<file path="src/rtl/mult_pkg.sv">
// Shared types and constants for the mult_sched shared multiplier.
package mult_pkg;

    localparam int unsigned DEF_WIDTH = 8;
    localparam int unsigned DEF_NREQ  = 2;

    typedef enum logic [2:0] {
        IDLE,
        CHECK,
        ADD,
        SHIFT,
        DONE
    } state_t;

    // Ceiling log2; clog2(1) == 0.
    function automatic int unsigned clog2(input int unsigned v);
        int unsigned r;
        int unsigned x;
        r = 0;
        x = 1;
        while (x < v) begin
            x = x << 1;
            r = r + 1;
        end
        return r;
    endfunction

endpackage

</file>
<file path="src/rtl/mult_datapath.sv">
// Shift-add multiplier datapath: A/B/P/cnt registers with adder and shifters.
module mult_datapath
    import mult_pkg::*;
#(
    parameter int unsigned WIDTH = DEF_WIDTH
) (
    input  logic               i_clk,
    input  logic               i_reset,
    input  logic               i_load,
    input  logic               i_add_en,
    input  logic               i_shift_en,
    input  logic [WIDTH-1:0]   i_a,
    input  logic [WIDTH-1:0]   i_b,
    output logic               o_b_lsb,
    output logic               o_b_zero,
    output logic               o_cnt_done,
    output logic [2*WIDTH-1:0] o_p
);

    localparam int unsigned PW   = 2 * WIDTH;
    localparam int unsigned CNTW = clog2(WIDTH + 1);

    logic [PW-1:0]    r_a;
    logic [PW-1:0]    r_p;
    logic [WIDTH-1:0] r_b;
    logic [CNTW-1:0]  r_cnt;

    always_ff @(posedge i_clk or posedge i_reset) begin
        if (i_reset) begin
            r_a   <= '0;
            r_b   <= '0;
            r_p   <= '0;
            r_cnt <= '0;
        end else if (i_load) begin
            r_a   <= PW'(i_a);
            r_b   <= i_b;
            r_p   <= '0;
            r_cnt <= '0;
        end else begin
            if (i_add_en) begin
                r_p <= r_p + r_a;
            end
            if (i_shift_en) begin
                r_a   <= r_a << 1;
                r_b   <= r_b >> 1;
                r_cnt <= r_cnt + CNTW'(1);
            end
        end
    end

    assign o_b_lsb    = r_b[0];
    assign o_b_zero   = (r_b == '0);
    assign o_cnt_done = (r_cnt == CNTW'(WIDTH));
    assign o_p        = r_p;

endmodule

</file>
<file path="src/rtl/mult_sched.sv">
// Round-robin scheduler and FSM around one shared shift-add multiplier.
// Optional macro EARLY_EXIT_EN: finish as soon as the remaining multiplier bits are zero.
module mult_sched
    import mult_pkg::*;
#(
    parameter int unsigned WIDTH = DEF_WIDTH,
    parameter int unsigned NREQ  = DEF_NREQ,
    localparam int unsigned IDW  = (clog2(NREQ) > 1) ? clog2(NREQ) : 1
) (
    input  logic                  Clk,
    input  logic                  reset,
    input  logic [NREQ-1:0]       req,
    input  logic [NREQ*WIDTH-1:0] op_a,
    input  logic [NREQ*WIDTH-1:0] op_b,
    output logic [NREQ-1:0]       gnt,
    output logic                  busy,
    output logic                  done,
    output logic [IDW-1:0]        done_id,
    output logic [2*WIDTH-1:0]    product
);

`ifdef EARLY_EXIT_EN
    localparam logic EARLY_EXIT = 1'b1;
`else
    localparam logic EARLY_EXIT = 1'b0;
`endif

    state_t             r_state;
    logic [IDW-1:0]     r_rr;
    logic [IDW-1:0]     r_id;

    logic               w_any;
    logic [IDW-1:0]     w_idx;
    logic [IDW-1:0]     w_rr_next;
    logic [NREQ-1:0]    w_onehot;
    logic [WIDTH-1:0]   w_a_sel;
    logic [WIDTH-1:0]   w_b_sel;
    logic               w_load;
    logic               w_add_en;
    logic               w_shift_en;
    logic               w_b_lsb;
    logic               w_b_zero;
    logic               w_cnt_done;
    logic               w_finish;
    logic [2*WIDTH-1:0] w_p;

    // First asserted request at or above the rr pointer, wrapping around.
    always_comb begin
        logic [IDW:0] v_sum;
        w_any = 1'b0;
        w_idx = '0;
        v_sum = '0;
        for (int unsigned i = 0; i < NREQ; i++) begin
            v_sum = {1'b0, r_rr} + (IDW+1)'(i);
            if (v_sum >= (IDW+1)'(NREQ)) begin
                v_sum = v_sum - (IDW+1)'(NREQ);
            end
            if (!w_any && req[v_sum[IDW-1:0]]) begin
                w_any = 1'b1;
                w_idx = v_sum[IDW-1:0];
            end
        end
    end

    always_comb begin
        logic [IDW:0] v_next;
        v_next    = {1'b0, w_idx} + (IDW+1)'(1);
        w_rr_next = v_next[IDW-1:0];
        if (v_next >= (IDW+1)'(NREQ)) begin
            w_rr_next = '0;
        end
    end

    always_comb begin
        w_a_sel = '0;
        w_b_sel = '0;
        for (int unsigned i = 0; i < NREQ; i++) begin
            if (w_idx == IDW'(i)) begin
                w_a_sel = op_a[i*WIDTH +: WIDTH];
                w_b_sel = op_b[i*WIDTH +: WIDTH];
            end
        end
    end

    assign w_onehot   = NREQ'(1) << w_idx;
    assign w_load     = (r_state == IDLE) && w_any;
    assign w_add_en   = (r_state == ADD);
    assign w_shift_en = (r_state == SHIFT);
    assign w_finish   = w_cnt_done | (EARLY_EXIT & w_b_zero);

    mult_datapath #(
        .WIDTH(WIDTH)
    ) u_datapath (
        .i_clk      (Clk),
        .i_reset    (reset),
        .i_load     (w_load),
        .i_add_en   (w_add_en),
        .i_shift_en (w_shift_en),
        .i_a        (w_a_sel),
        .i_b        (w_b_sel),
        .o_b_lsb    (w_b_lsb),
        .o_b_zero   (w_b_zero),
        .o_cnt_done (w_cnt_done),
        .o_p        (w_p)
    );

    // Control FSM; requests are only considered in IDLE.
    always_ff @(posedge Clk or posedge reset) begin
        if (reset) begin
            r_state <= IDLE;
            r_rr    <= '0;
            r_id    <= '0;
            gnt     <= '0;
            busy    <= 1'b0;
            done    <= 1'b0;
            done_id <= '0;
            product <= '0;
        end else begin
            gnt  <= '0;
            done <= 1'b0;
            case (r_state)
                IDLE: begin
                    if (w_any) begin
                        r_state <= CHECK;
                        r_id    <= w_idx;
                        r_rr    <= w_rr_next;
                        gnt     <= w_onehot;
                        busy    <= 1'b1;
                    end
                end
                CHECK: begin
                    if (w_finish) begin
                        r_state <= DONE;
                        done    <= 1'b1;
                        done_id <= r_id;
                        product <= w_p;
                    end else if (w_b_lsb) begin
                        r_state <= ADD;
                    end else begin
                        r_state <= SHIFT;
                    end
                end
                ADD: begin
                    r_state <= SHIFT;
                end
                SHIFT: begin
                    r_state <= CHECK;
                end
                DONE: begin
                    r_state <= IDLE;
                    busy    <= 1'b0;
                end
                default: begin
                    r_state <= IDLE;
                    busy    <= 1'b0;
                end
            endcase
        end
    end

endmodule

</file>
<file path="config.mk">
export PLATFORM = sky130hd
export DESIGN_NAME = mult_sched
export DESIGN_NICKNAME = d
export VERILOG_FILES = /design/src/rtl/mult_pkg.sv /design/src/rtl/mult_datapath.sv /design/src/rtl/mult_sched.sv
export SDC_FILE = /design/constraint.sdc
export NUM_CORES = 1
export LEC_CHECK = 0
export ABC_AREA = 1
export CAP_MARGIN = 20
export CORE_UTILIZATION = 59
export DETAILED_ROUTE_END_ITERATION = 8
export PLACE_DENSITY = 0.95
export SLEW_MARGIN = 5
export SYNTH_ARGS = -nofsm -noshare
export SYNTH_HDL_FRONTEND = slang
export SYNTH_SLANG_ARGS = --single-unit
</file>
<file path="constraint.sdc">
create_clock -name Clk -period 6.8 [get_ports Clk]
set_input_delay 1.7 -clock Clk [delete_from_list [all_inputs] [get_ports Clk]]
set_output_delay 1.7 -clock Clk [all_outputs]
set_load 0.005 [all_outputs]
</file>
* Word-level counts from Yosys, hierarchy flattened
Index checks and enable logic that the tools add are counted.
Storage, ports and cells: register bits 70, input port bits 36, output and inout port bits 21
Operators by class: $add $sub $neg 6, magnitude comparators 5, eq/ne operators 5, shift-type cells 1, multiplexer cells 31, bitwise gates (word level) 1, reductions and logical operators 10
Operators by type and width (count):
- two-way mux 16 bit | 4
- two-way mux 8 bit | 4
- adder 16 bit | 1
- two-way mux 1 bit | 15
- one-hot mux 3 bit (4 select lines) | 1
- two-way mux 4 bit | 2
- == test 3 x 2 -> 1 bit (second input constant) | 2
- two-way mux 3 bit | 2
- AND reduction 2 bit | 3
- adder 1 x 1 -> 2 bit (second input constant) | 2
- adder 4 x 1 -> 4 bit (second input constant) | 1
- == test 4 bit (second input constant) | 1
- greater-or-equal comparator 2 bit (second input constant) | 2
- < comparator 1 x 2 -> 1 bit (second input constant) | 2
- two-way mux 2 bit | 2
- nonzero test 2 bit | 2
- == test 3 x 1 -> 1 bit (second input constant) | 1
- logical NOT 3 bit | 1
- OR reduction 3 bit | 1
- greater-or-equal comparator 1 x 2 -> 1 bit (second input constant) | 1
- logical AND 1 bit | 2
- != test 2 bit (second input constant) | 1
- one-hot mux 1 bit (2 select lines) | 1
- << shifter 1 x 1 -> 2 bit (first input constant) | 1
- 3 further kinds | 4

* Logic depth before layout (Yosys ltp)
depth in word-level cells 11, depth in mapped cells 11, mapped depth without buffers 11

* By module
From an unflattened synthesis, not the netlist that was laid out.
Unflattened totals: cells, all modules 544, area total of the unflattened synthesis 4081.4 um^2
By module, submodules not included:
- mult_datapath | times used 1, cells an instance 370, area an instance 2772.7 um^2, sequential area each 1101.1 um^2
- mult_sched | times used 1, cells an instance 174, area an instance 1308.8 um^2, sequential area each 650.6 um^2

* Worst setup path before layout
Ideal clock, no wire load.
path kind input -> register, from input req[0], to register u_datapath.r_a[3], setup time 0.130 ns, arrival 2.491 ns, data required time 6.670 ns, path slack 4.179 ns, cell stages on the path 7, path through nand2_1 -> nand3b_1 -> nand2_2 -> inv_2 -> buf_4 -> o211ai_1 -> nand3_1
Between the ends: longest elaborated chain between the ends 8, elaborated cells between the ends (all ways) 14
Ends and longest elaborated chain:
- start: declaration | RTL line mult_sched.sv:12 | input logic [NREQ-1:0] req,
- two-way mux 1 bit (not written as such) (2 in series) | RTL line mult_sched.sv:58 | if (!w_any && req[v_sum[IDW-1:0]]) begin
- two-way mux 1 bit | RTL line mult_sched.sv:58
- logical NOT 1 bit | RTL line mult_sched.sv:58
- logical AND 1 bit | RTL line mult_sched.sv:58
- two-way mux 1 bit | RTL line mult_sched.sv:58
- two-way mux 8 bit / logical AND 1 bit (equally long branches) | RTL line mult_sched.sv:78, mult_sched.sv:86
- two-way mux 16 bit / nonzero test 2 bit (equally long branches)
- end signal: assignment | RTL line mult_datapath.sv:35 | r_a <= PW'(i_a);
- end signal: assignment | RTL line mult_datapath.sv:44 | r_a <= r_a << 1;
- end: declaration | RTL line mult_datapath.sv:23 | logic [PW-1:0] r_a;
Several ways; a longest one is shown, not always the timed one. The select of a mux whose other input is x is not followed. A chain may end at the register's enable or synchronous reset.

* Final worst setup path
from input req[0], to register u_datapath.r_a[7]
The elaborated chain is that of the path after synthesis.

==> metrics <==
yosys warns=0; Slowest-stage cell, CP=o21ai_0; CTS tree=built; CP Launch Type=input pin; DR iter-0 viols=235; Clk network pwr share=0.171; hold path start=product[10]; DR WL/cell=around 14 microns; kind of critical path=input pin to flip-flop; Row Count=29; most common cell after layout, fill and taps aside=nand2_1; Slew Viols, Final=0; Root Driver=clkbuf_8; vias in the first global route=approximately 3300; synthesis-stage register bit count=70; VDD IR-drop max=about 230 uV; largest net degree at the start of global routing=slightly above 70; CP bufs+invs=1; clk sinks=70; Logic pwr share=0.460; Synth Instances=between 400 and 500; fin cells=about 640; Crit. path cell count=5; I/O pin count=57; routed via count=approximately 3500; DRC viols=0; setup ws final=between 3 and 4 ns; Reg-to-Reg End=u_datapath.o_p[10]; MaxCap Viol Count=0; Syn Nets=552; Reg2Reg Depth=7; FMAX=slightly above 300 MHz; Hold Buf Count CTS=0; Synth Area per Inst=approximately 7.8 sq um; CP Capture Type=flip-flop; clk buf depth=2; Hold Slack=between 0.4 and 0.5 ns; mapped cell area=about 3900 sq um; Seq/Total Area, Yosys=0.449; Overall Global Routing Usage=0.273; Worst Hold Depth=2; Layout Skew=0.00944 ns; layout cells sized above 1=0.0786; Crit Path Max Fanout=30; synthesis-to-layout area growth=20.3%; CORE AREA=around 6300 sq um; Pre-antenna DRT Iters=7; ordered cell list for the critical path=clkdlybuf4s50_1 -> nand2_1 -> nand2_1 -> o21ai_0 -> o221ai_1; Via density=5.42; WHS Endpoint=product[10]; port buffer count=between 50 and 60; RR Startpoint=r_state[1]; fin crit period=3.23 ns; initial core utilization=0.614; Post-DP HPWL=between 6 and 7 mm; P_leak=about 2.5 nW; commonest non-fill, non-tap cells in the layout=nand2_1, inv_1, dfrtp_1, clkdlybuf4s50_1, nand3_1; PostCTS Resize Cnt=0; Tcrit/Tclk final=0.476; Rel. slew slack=0.329; nets=between 600 and 700; Fin Setup TNS=0 ns; Flop pwr share=0.369; Final Hold Violating Endpoints=0; CP Data Arrival Time=about 3.4 ns; Sw Pwr=790 uW; Die H=about 83 microns; post-synthesis async set-or-reset flop share=1.00; Ant. Diodes=0; Die X=approximately 83 microns; initial antenna violation count=0; cts bufs inserted=9; Reg2Reg Setup Slack=roughly 4.5 ns; switching portion of total power=0.422; GR Overflow Total=0; die footprint=6940 sq um; global-route wire length before repair=approximately 15 mm; RePlAce Congestion=around 0.83; routed wire length=about 8.6 mm; Post-CTS Setup Bufs=0; most frequent CP cell=nand2_1; setup violators final=0; RSZ-0062 raised after global routing=false; ys flop type=dfrtp_1; run status=finished, final reports clean; clk_lat worst skew=approximately 0.35 ns; worst hold path class=flip-flop to flip-flop; Crit path max-delay family=compound AO/OA/AOI/OAI gates; worst-margin pin slew=1.00 ns; Crit path largest cell delay=around 0.50 ns; H-Tree Depth=3; internal power=about 1.1 mW; Inst Count DP=around 620; clk slew on worst S/H paths=around 0.070 ns; Placement Setup Slack=3.26 ns; PwrDens=around 400 nW/um^2; Worst EP required=7.00 ns; Routed Antenna Nets=0; Post-synth EDFFs=0; post-synth cell types=33
## kinds of logic (layout without fill, tap and decap cells)
kind of cell | count (synthesis) | count (layout) | share of synthesized area
simple gates | 235 | 235 | 0.253
buf+inv | 99 | 161 | 0.103
compound gates | 71 | 71 | 0.123
flops | 70 | 70 | 0.449
fa+ha+maj | 18 | 18 | 0.0597
xor+xnor | 5 | 5 | 0.0112
## cell usage after synthesis, types with 2 or more instances
cell	number	area, sq um
a21oi_1	12	60.1
a22oi_1	5	37.5
buf_2	4	20.0
buf_6	3	33.8
clkbuf_1	3	11.3
dfrtp_1	70	1750
ha_1	17	213
inv_1	81	304
inv_2	7	26.3
nand2_1	162	608
nand2_2	4	25.0
nand3_1	34	170
nand3b_1	4	30.0
nor2_1	19	71.3
nor3_1	6	30.0
o211ai_1	10	75.1
o21ai_0	15	75.1
o21ai_1	2	10.0
o21ai_2	10	87.6
o221ai_1	9	78.8
o22ai_1	4	25.0
o32ai_1	2	17.5
or2_2	2	12.5
xnor2_1	2	17.5
xor2_1	3	26.3
## layer usage
metal	up-vias	track usage	part of all wire
li1	1712	-	-
met1	1584	0.347	0.43
met2	136	0.468	0.49
met3	20	0.0427	0.055
met4	0	0.111	0.021
met5	-	0	0
## worst register-to-register path, cell delays in order, from the launching register on
cell and delay [ns]:
dfrtp_1 0.48, inv_2 0.10, nor3_2 0.77, inv_2 0.27, nand2_2 0.29, inv_2 0.14
nand2_1 0.09, nand2_1 0.06
## registers in the layout, summed over array words and instances, names as in the netlist
register and cells:
product 16, gnt 2, u_datapath.r_cnt 4, u_datapath.o_p 16
u_datapath.r_b 8, u_datapath.r_a 16, r_id 1, r_state 3
done 1, done_id 1, r_rr 1, busy 1
## area by class of cell
type | count | area [sq um]
tap | 77 | 96.3
clock buffer | 12 | 165
inverter | 88 | 330
clock inverter | 4 | 30.0
multi-input combinational | 329 | 1750
sequential | 70 | 1750
fill | 454 | 1660
timing repair buffer | 57 | 568
## stage by stage
| step | power [mW] | utilization | instance area [sq um] |
|---|---|---|---|
| after global placement | 1.48 | 0.708 | 4500 |
| after CTS | 1.87 | 0.739 | 4690 |
| after floorplan | 1.28 | - | 3900 |
| final | 1.87 | 0.739 | 4690 |
| after global routing | 2.02 | 0.739 | 4690 |
| after detailed placement | 1.54 | 0.708 | 4500 |
## power by group through the flow
stage | logic (mW) | clock network (mW) | registers (mW)
after CTS | 0.857 | 0.322 | 0.687
after detailed placement | 0.845 | 0 | 0.693
after global placement | 0.799 | 0 | 0.685
after floorplan | 0.610 | 0 | 0.666
after global routing | 0.971 | 0.341 | 0.708
final | 0.862 | 0.320 | 0.689
## how the worst max path moves through the flow
stage / slack (ns) / endpoint / startpoint
3_5_place_dp: 3.26 / u_datapath.r_b[3] / req[0]
6_report: 3.57 / u_datapath.r_a[7] / req[0]
4_1_cts: 3.61 / u_datapath.r_a[15] / req[0]
5_1_grt: 3.44 / u_datapath.r_a[12] / req[0]
3_3_place_gp: 3.36 / u_datapath.r_a[7] / req[0]
2_1_floorplan: 3.33 / busy / reset
(Power assumes the default switching activity.)
